<file path="config.mk">
export PLATFORM = sky130hd
export DESIGN_NAME = uart_baud_gen
export DESIGN_NICKNAME = d
export VERILOG_FILES = /design/src/rtl/uart_baud_gen.sv
export SDC_FILE = /design/constraint.sdc
export NUM_CORES = 1
export LEC_CHECK = 0
export BUFFER_PORTS_ARGS = -buffer_cell sky130_fd_sc_hd__buf_2
export CAP_MARGIN = 15
export CORE_ASPECT_RATIO = 1.4
export CORE_MARGIN = 5
export CORE_UTILIZATION = 40
export CTS_BUF_LIST = sky130_fd_sc_hd__clkbuf_4 sky130_fd_sc_hd__clkbuf_8
export DETAILED_ROUTE_END_ITERATION = 7
export PLACE_DENSITY = 0.55
export SLEW_MARGIN = 30
export SYNTH_ARGS = -nofsm -noshare
export SYNTH_HDL_FRONTEND = slang
export SYNTH_SLANG_ARGS = --single-unit
</file>
<file path="constraint.sdc">
create_clock -name clk -period 4.11 [get_ports clk]
set_clock_uncertainty 0.2 [all_clocks]
set_input_delay 0.411 -clock clk [delete_from_list [all_inputs] [get_ports clk]]
set_output_delay 0.411 -clock clk [all_outputs]
set_load 0.03 [all_outputs]
</file>
<file path="src/rtl/uart_baud_gen.sv">
// rtl/uart_baud_gen.sv - fractional baud-rate tick generator for the UART datapath
//
// Produces single-cycle enables on clk at the oversample rate, at the bit
// rate and at the bit midpoint, from a runtime-programmable {int,frac}
// sample-period divisor.
//
// Ports:
//   clk, rst_n     system clock, asynchronous active-low reset
//   en             run enable; low holds counters, accumulator and index cleared
//   resync         one-cycle restart of the tick phase (start-bit alignment)
//   div_load       capture div_int/div_frac into the shadow divisor
//   div_int        integer sample-period divisor (clk cycles)
//   div_frac       fractional sample-period divisor (1/2^FRAC_W cycles)
//   sample_tick    pulse at the oversample rate
//   baud_tick      pulse on the last sample tick of each bit
//   mid_tick       pulse on the sample tick at the bit midpoint
//   sample_idx     index of the most recent sample tick within the bit
//   div_active     divisor in use, {int,frac}, int clamped to >= 2

module uart_baud_gen #(
  parameter int OVERSAMPLE       = 16,
  parameter int DIV_W            = 16,
  parameter int FRAC_W           = 4,
  parameter int DEFAULT_DIV_INT  = 54,
  parameter int DEFAULT_DIV_FRAC = 4,
  localparam int IDX_W           = $clog2(OVERSAMPLE)
) (
  input  logic                    clk,
  input  logic                    rst_n,
  input  logic                    en,
  input  logic                    resync,
  input  logic                    div_load,
  input  logic [DIV_W-1:0]        div_int,
  input  logic [FRAC_W-1:0]       div_frac,
  output logic                    sample_tick,
  output logic                    baud_tick,
  output logic                    mid_tick,
  output logic [IDX_W-1:0]        sample_idx,
  output logic [DIV_W+FRAC_W-1:0] div_active
);

  localparam logic [DIV_W-1:0]  DEF_INT  = DIV_W'(DEFAULT_DIV_INT);
  localparam logic [FRAC_W-1:0] DEF_FRAC = FRAC_W'(DEFAULT_DIV_FRAC);
  localparam logic [DIV_W-1:0]  MIN_INT  = DIV_W'(2);
  localparam logic [IDX_W-1:0]  LAST_IDX = IDX_W'(OVERSAMPLE - 1);
  localparam logic [IDX_W-1:0]  MID_IDX  = IDX_W'(OVERSAMPLE / 2 - 1);

  logic [DIV_W-1:0]  cnt;
  logic [FRAC_W-1:0] acc;
  logic [IDX_W-1:0]  nxt_idx;     // index the next sample tick will carry
  logic [DIV_W-1:0]  act_int;
  logic [FRAC_W-1:0] act_frac;
  logic [DIV_W-1:0]  shd_int;
  logic [FRAC_W-1:0] shd_frac;
  logic              pend;        // shadow holds a divisor not yet transferred

  logic [FRAC_W:0]   acc_sum;
  logic              carry;
  logic [DIV_W:0]    period_m1;
  logic              wrap;
  logic              clear;
  logic              xfer;

  // acc is held for the whole interval and advanced when it ends, so the
  // carry seen throughout an interval is the one computed at its start.
  assign acc_sum   = {1'b0, acc} + {1'b0, act_frac};
  assign carry     = acc_sum[FRAC_W];
  assign period_m1 = {1'b0, act_int} + {{DIV_W{1'b0}}, carry} - {{DIV_W{1'b0}}, 1'b1};
  assign wrap      = ({1'b0, cnt} == period_m1);
  assign clear     = resync || !en;
  // Transfer at a bit boundary, or straight away while the generator is idle.
  assign xfer      = pend && (baud_tick || !en);

  assign div_active = {act_int, act_frac};

  always_ff @(posedge clk or negedge rst_n) begin
    if (!rst_n) begin
      cnt         <= '0;
      acc         <= '0;
      nxt_idx     <= '0;
      sample_idx  <= '0;
      sample_tick <= 1'b0;
      baud_tick   <= 1'b0;
      mid_tick    <= 1'b0;
      act_int     <= DEF_INT;
      act_frac    <= DEF_FRAC;
      shd_int     <= DEF_INT;
      shd_frac    <= DEF_FRAC;
      pend        <= 1'b0;
    end else begin
      if (clear) begin
        cnt         <= '0;
        acc         <= '0;
        nxt_idx     <= '0;
        sample_idx  <= '0;
        sample_tick <= 1'b0;
        baud_tick   <= 1'b0;
        mid_tick    <= 1'b0;
      end else begin
        sample_tick <= wrap;
        baud_tick   <= wrap && (nxt_idx == LAST_IDX);
        mid_tick    <= wrap && (nxt_idx == MID_IDX);
        if (wrap) begin
          cnt        <= '0;
          acc        <= acc_sum[FRAC_W-1:0];
          sample_idx <= nxt_idx;
          nxt_idx    <= nxt_idx + 1'b1;
        end else begin
          cnt <= cnt + 1'b1;
        end
        // A new divisor starts its bit with a clean fractional phase.
        if (xfer) begin
          acc <= '0;
        end
      end

      if (xfer) begin
        act_int  <= (shd_int < MIN_INT) ? MIN_INT : shd_int;
        act_frac <= shd_frac;
        pend     <= 1'b0;
      end
      // A capture in the transfer cycle lands after the old shadow was used.
      if (div_load) begin
        shd_int  <= div_int;
        shd_frac <= div_frac;
        pend     <= 1'b1;
      end
    end
  end

endmodule
</file>
==> impl_results.md, run 1 <==
- Critical-path top delay cell: or4_4
- CP peak stage delay: 550 ps
- Worst-Margin Slew: 843.6 ps
- Final Instance Area: about 4600 sq um
- Final setup vio count: 0
- Syn Inst Count: between 300 and 400
- Largest area contributor in the netlist: dfrtp_1
- Via density: 5.410
- # nets final: 441
- Synthesized area: between 3000 and 4000 sq um
- Fin crit share: 94.12%
- Largest net degree at the start of global routing: 49
- DRC: 0
- Status: finished clean
- Hold path cells: 3
- Relative slew slack: approximately 44%
- Antenna diode count: 0
- Final-report hold violation count: 0
- Synth top area cells: dfrtp_1 (40%), mux2_2 (11%), dfstp_2 (6.8%)
- RSZ-0062 raised after global routing: false
- Hold_sp: div_int[1]
- Fillers: just under 900
- Worst Path Arrival: roughly 3900 ps
- WS Path Type: reg -> reg
- First DRT Iteration DRCs: 87
- Register bit total from synthesis: 72
- Routed wire length per instance: 16.36 um
- PortBufs: 51
- TritonCTS Buffers: 9
- Setup TNS Final: 0 ps
- Crit path max fanout: 5
- Layout cell share with drive strength beyond 1: 34.47%
- Worst path required time: about 4200 ps
- Clock transition at path regs: approximately 80 ps
- Global-route wire length before repair: 14520 um
- Clk sinks: 72
- Area after DPL: approximately 4300 sq um
- Post-DP HPWL: 6387 um
- Hold WC Path Type: in -> reg
- Clk root buf: clkbuf_8
- Post-synth top cells: dfrtp_1 (62), mux2_2 (37), nand2_1 (28)
- Vias: ~2800
- Ys Warns: 0
- Final Max Slew Viols: 0
- CP startpoint: act_frac[0]$_DFFE_PN0P_
- GPL Wtd Cong: a little over 0.8
- TritonCTS clock tree: done
- Vias in the first global route: 2892
- Fmax: 258.5 MHz
- Reg2reg start: act_frac[0]$_DFFE_PN0P_
- Fin crit period: 3868 ps
- Pwr/cell area: around 410 nW/um^2
- Worst reg2reg path depth: 15
- DIE HEIGHT: 126.5 um
- Leakage dissipation: 1.972 nW
- Overflow after GRT: 0
- Crit end category: flip-flop
- First-pass iteration count of the detailed router: 4
- Post-synth cell types: 61
- Mapped Nets: 380
- CTS H-Tree Depth: 3
- Register area share after synthesis: between 40 and 50%
- Final wirelength: 8539 um
- Starting density of the core: 41.02%
- Die Footprint: 11800 sq um
- Max_cap viols: 0
- Dominant cell by count in the synthesized netlist: dfrtp_1
- Initial antenna violation count: 0
- I/O pins: 52
- EDFF count, synth: 0
- Longest Clk Path Bufs: 2
- Max IR drop VDD: between 0.2 and 0.25 mV
- Core footprint: 9459 sq um
- Die Width: 93.24 um
- Rows: 42
- Asr flop ratio synth: 100.0%
- Area share of the largest cell type after synthesis: 39.99%
- Tot GR Track Use: 15.70%
- P&R area growth vs syn: 17.45%
- CP cell instances: ha_1, inv_1, fa_1, inv_1, a21o_1, a21oi_2, ha_2, ha_1, nor4b_4, buf_4, and4_1, nor2_1, or4_4, or4_1, mux2i_1
- Critical Path Start Type: flip-flop
- Worst-Skew Late Latency: 350 ps
- Syn_area_per_cell: 11.21 sq um
- DRT antenna net count: 0
- Ys flop type: dfrtp_1
critical path, delay by kind of cell, from the launching register on:
| family | cells | cell delay [ps] |
|---|---|---|
| DFF | 1 | 390 |
| adders and majority gates | 4 | 800 |
| and+or+nand+nor | 5 | 1570 |
| muxes | 1 | 150 |
| AOI/OAI and AO/OA | 2 | 340 |
| buffers and inverters | 3 | 310 |
power by group:
group / internal, mW / switching, mW
combinational: 0.173 / 0.237
sequential: 0.779 / 0.0918
clock: 0.303 / 0.273
sequential cells by signal, indices dropped and copies added, names as in the netlist:
register	count
baud_tick	1
pend	1
act_frac	4
sample_tick	1
mid_tick	1
nxt_idx	4
acc	4
act_int	16
shd_frac	4
cnt	16
shd_int	16
sample_idx	4
placed cells by master, fill, tap and decap left out, types with 6 or more instances in the layout:
cell type and n:
mux2i_1 15, nand3_1 6, inv_1 15, buf_4 11, nor4_1 8, nor3_1 24, nand4_1 7, nand2_1 28
nand2b_1 6, clkbuf_8 10, buf_2 50, xnor2_1 18, nor2_1 12, dfrtp_1 62, xor2_1 14, ha_1 7
dfstp_2 10, mux2_2 37
timing repair:
action / 4_1_cts / 5_1_grt
endpoints found under the hold margin: 45 / 0
hold buffers: 1 / 0
setup endpoints to repair: 0 / 31
gates resized for setup: 0 / 7
setup buffers: 0 / 5
kinds of logic after synthesis:
family	Yosys count	synth area share, %
adders and majority gates	9	3.096
muxes	52	14.61
buffers and inverters	28	3.160
AOI/OAI and AO/OA	28	5.385
xor gates and xnor gates	34	8.030
DFF	72	46.76
and+or+nand+nor	123	18.96
layout make-up:
type	count	area (sq um)	share of cell area, %
multi-input combinational	246	1984	43.55
sequential	72	1814	39.81
timing repair buffer	63	362.8	7.963
clock buffer	11	145.1	3.185
tap	110	137.6	3.020
clock inverter	5	56.30	1.236
inverter	15	56.30	1.236
routing by layer:
layer  part of all wire (%)  track usage, %  wire, um
met1                     44           19.26      3761
met2                     49           26.20      4193
met3                    3.6           3.377       304
met4                    3.3           7.161       280
met5                      0               0         0
stage by stage:
stage          hold WS [ps]  power [mW]  setup WS, ps  util [%]  cells
2_1_floorplan        -84.59       1.153         176.1         -    346
3_3_place_gp          242.2       1.280         223.5     45.08    500
3_5_place_dp          271.8       1.286         63.77     45.11    500
4_1_cts               71.97       1.864         63.82     47.34    517
5_1_grt               74.12       1.952         19.62     48.17    522
6_report              89.10       1.856         241.8     48.17    522
worst paths after layout:
kind                       slack (ps)                      to
min in group asynchronous         420      acc[1]$_DFFE_PN0P_
setup / recovery                  240      acc[3]$_DFFE_PN0P_
hold reg to reg                   270      mid_tick$_DFF_PN0_
max in group asynchronous        2450  act_int[1]$_DFFE_PN1P_
hold / removal                     90  shd_int[1]$_DFFE_PN1P_
setup reg to reg                  240      acc[3]$_DFFE_PN0P_
Power figures use the tool's default switching activity.
==> run 2, diff against run 1 <==
- GPL_TIMING_DRIVEN: default -> 0
- clock period: 4.11 -> 3.6 ns (I/O delays scaled with it)
==> impl_results.md, run 2 (same netlist as run 1, synthesis figures left out) <==
- Status: complete, but fails checks
- Failing checks: setup timing
- Via density: 5.412 (about the same)
- Max layer used: met4
- DRT antenna net count: 0 (unchanged)
- Fin crit period: 3794 ps (-74.03 ps)
- Final wirelength: 9159 um (+7.3%)
- WS Path Type: reg -> reg
- Tot GR Track Use: 16.26% (+0.56 points)
- Initial antenna violation count: 0 (unchanged)
- Vias: 2955 (+4.6%)
- Die Footprint: 11800 sq um (unchanged)
- First-pass iteration count of the detailed router: 4 (unchanged)
- Layout cell share with drive strength beyond 1: 39.68% (+5.2 points)
- Registers with the most flip-flops: act_int: 16 flops, cnt: 16 flops, shd_int: 16 flops
- Max IR drop VDD: 0.3263 mV (+53%)
- Setup TNS Final: -2443 ps (-2443 ps)
- Die Width: 93.24 um (unchanged)
- CTS H-Tree Depth: 3 (unchanged)
- Rows: 42 (unchanged)
- Overflow after GRT: 0 (unchanged)
- RSZ-0062 raised after global routing: true
- TritonCTS clock tree: done
- Fmax: 263.6 MHz (+2.0%)
- Largest net degree at the start of global routing: 46 (-6.1%)
- Antenna diode count: 0 (unchanged)
- Clk root buf: clkbuf_8
- Critical Path Start Type: flip-flop
- Fin crit share: 105.4% (+11 points)
- Post-DP HPWL: 6609 um (+3.5%)
- # nets final: 465 (+5.4%)
- GPL Wtd Cong: 0.8318 (about the same)
- Max_cap viols: 0 (unchanged)
- I/O pins: 52 (unchanged)
- Starting density of the core: 41.02% (unchanged)
- Routed wire length per instance: 16.77 um (+2.5%)
- Clock transition at path regs: 80 ps (about the same)
- DRC: 0 (unchanged)
- Hold WC Path Type: in -> reg
- Crit path max fanout: 4 (-1)
- Met2 WL: 4629 um (+10%)
- Leakage dissipation: 2.125 nW (+7.8%)
- Final Instance Area: 4925 sq um (+8.1%)
- Final setup vio count: 26 (+26)
- Worst Path Arrival: 3870 ps (-40 ps)
- First DRT Iteration DRCs: 163 (+87%)
- Crit end category: flip-flop
- M1 wire length: 3861 um (+2.7%)
- Vias in the first global route: 3021 (+4.5%)
- Area after DPL: 4357 sq um (+2.1%)
- Worst-Margin Slew: 633.4 ps (-210.2 ps)
- Clk sinks: 72 (unchanged)
- Setup slack after layout: -194.2 ps (-436.0 ps)
- Core footprint: 9459 sq um (unchanged)
- Non-filler instance count after layout: 546 (+4.6%)
- Hold path cells: 3 (unchanged)
- Placed cell count: 509 (+1.8%)
- Hold Crit Endpoint: shd_int[1]$_DFFE_PN1P_
- FF-to-FF End: acc[0]$_DFFE_PN0P_
- Hold_sp: div_int[1]
- PortBufs: 51 (unchanged)
- Worst-Skew Late Latency: 360 ps (about the same)
- Global-route wire length before repair: 15100 um (+4.0%)
- Final Max Slew Viols: 0 (unchanged)
- Worst reg2reg path depth: 15 (unchanged)
- Metal3 WL: 387 um (+27%)
- Worst path required time: 3680 ps (-470 ps)
- Most common cell after layout, fill and taps aside: dfrtp_1
- Reg2reg setup slack: -190 ps (-440 ps)
- Final-report hold violation count: 0 (unchanged)
- Pwr/cell area: 482.4 nW/um^2 (+18%)
- P&R area growth vs syn: 26.93%
- Reg2reg start: act_frac[0]$_DFFE_PN0P_
- Commonest cells after routing, fill and taps aside: dfrtp_1 (60), buf_2 (52), mux2_2 (37), nand2_1 (28), nor3_1 (24)
- Relative slew slack: 57.78% (+14 points)
- DIE HEIGHT: 126.5 um (unchanged)
- Longest Clk Path Bufs: 2 (unchanged)
- TritonCTS Buffers: 9 (unchanged)
## run 2: changes by cell type in the layout (fill, tap and decap cells not counted), moves of 3 or more
cell | before | now
buf_4 | 11 | 18
clkbuf_1 | 0 | 7
buf_6 | 0 | 6
ha_4 | 0 | 4
nor4_4 | 1 | 5
ha_1 | 7 | 4
nor4_1 | 8 | 5
## run 2: worst max-delay path, stage by stage, from the launching register on
cell      delay [ps]
dfrtp_2          430
ha_4             160
inv_2             50
fa_2             200
inv_2             40
a21o_1           160
a21oi_2          190
ha_4             180
buf_4            120
nor3b_2          210
xnor2_1           90
a2111o_1         410
or4_4            610
nor4_4           310
buf_4            170
mux2i_1          180
## run 2: layer usage
layer  up-vias  global-route usage, %
met5         -                      0
met4         0                  8.024
met3        19                  3.495
met2        77                  26.92
met1      1440                  19.86
li1       1419                      -
## run 2: metrics by stage
step | power [mW] | hold slack, ps | util (%) | worst slack, ps
floorplan | 1.327 | -135.6 | - | -272.4
global placement | 1.479 | 247.2 | 45.69 | -706.3
detailed placement | 1.493 | 122.1 | 46.06 | -693.7
CTS | 2.374 | 4.646 | 51.24 | -158.4
global route | 2.482 | 16.12 | 52.06 | -346.3
finish | 2.376 | 10.15 | 52.06 | -194.2
## run 2: how the worst max path moves through the flow
| stage | start | to | slack (ps) | depth (start not counted) |
|---|---|---|---|---|
| global route | acc[0]$_DFFE_PN0P_ | sample_idx[1]$_DFFE_PN0P_ | -350 | 15 |
| CTS | act_frac[0]$_DFFE_PN0P_ | sample_idx[3]$_DFFE_PN0P_ | -160 | 15 |
| floorplan | act_frac[0]$_DFFE_PN0P_ | acc[0]$_DFFE_PN0P_ | -270 | 14 |
| global placement | act_frac[0]$_DFFE_PN0P_ | cnt[13]$_DFF_PN0_ | -710 | 15 |
| detailed placement | act_frac[0]$_DFFE_PN0P_ | cnt[7]$_DFF_PN0_ | -690 | 15 |
| finish | act_frac[0]$_DFFE_PN0P_ | acc[0]$_DFFE_PN0P_ | -190 | 15 |
## run 2: report_power, final
group          internal, mW  total [mW]  switching [mW]  leakage (nW)
Sequential            0.890       0.984          0.0937         0.899
Combinational         0.244       0.561           0.317          1.09
Clock                 0.518       0.831           0.312         0.133
## run 2: layout make-up
cell class | count | area, sq um
plain buffers | 13 | 72.57
clock buffers | 12 | 165.2
clock inverters | 4 | 98.84
fillers | 862 | 4534
inverters | 15 | 56.30
multi-input cells | 246 | 2116
flip-flops and latches | 72 | 1817
well taps | 110 | 137.6
repair buffers | 74 | 461.7
## run 2: what timing repair did
item / in CTS / in global routing
pin swaps: 12 / 8
gates resized for setup: 16 / 10
endpoints found under the setup margin: 31 / 31
setup buffers: 16 / 4
hold endpoints to repair: 26 / 0
gates cloned: 0 / 0
hold buffers: 1 / 0
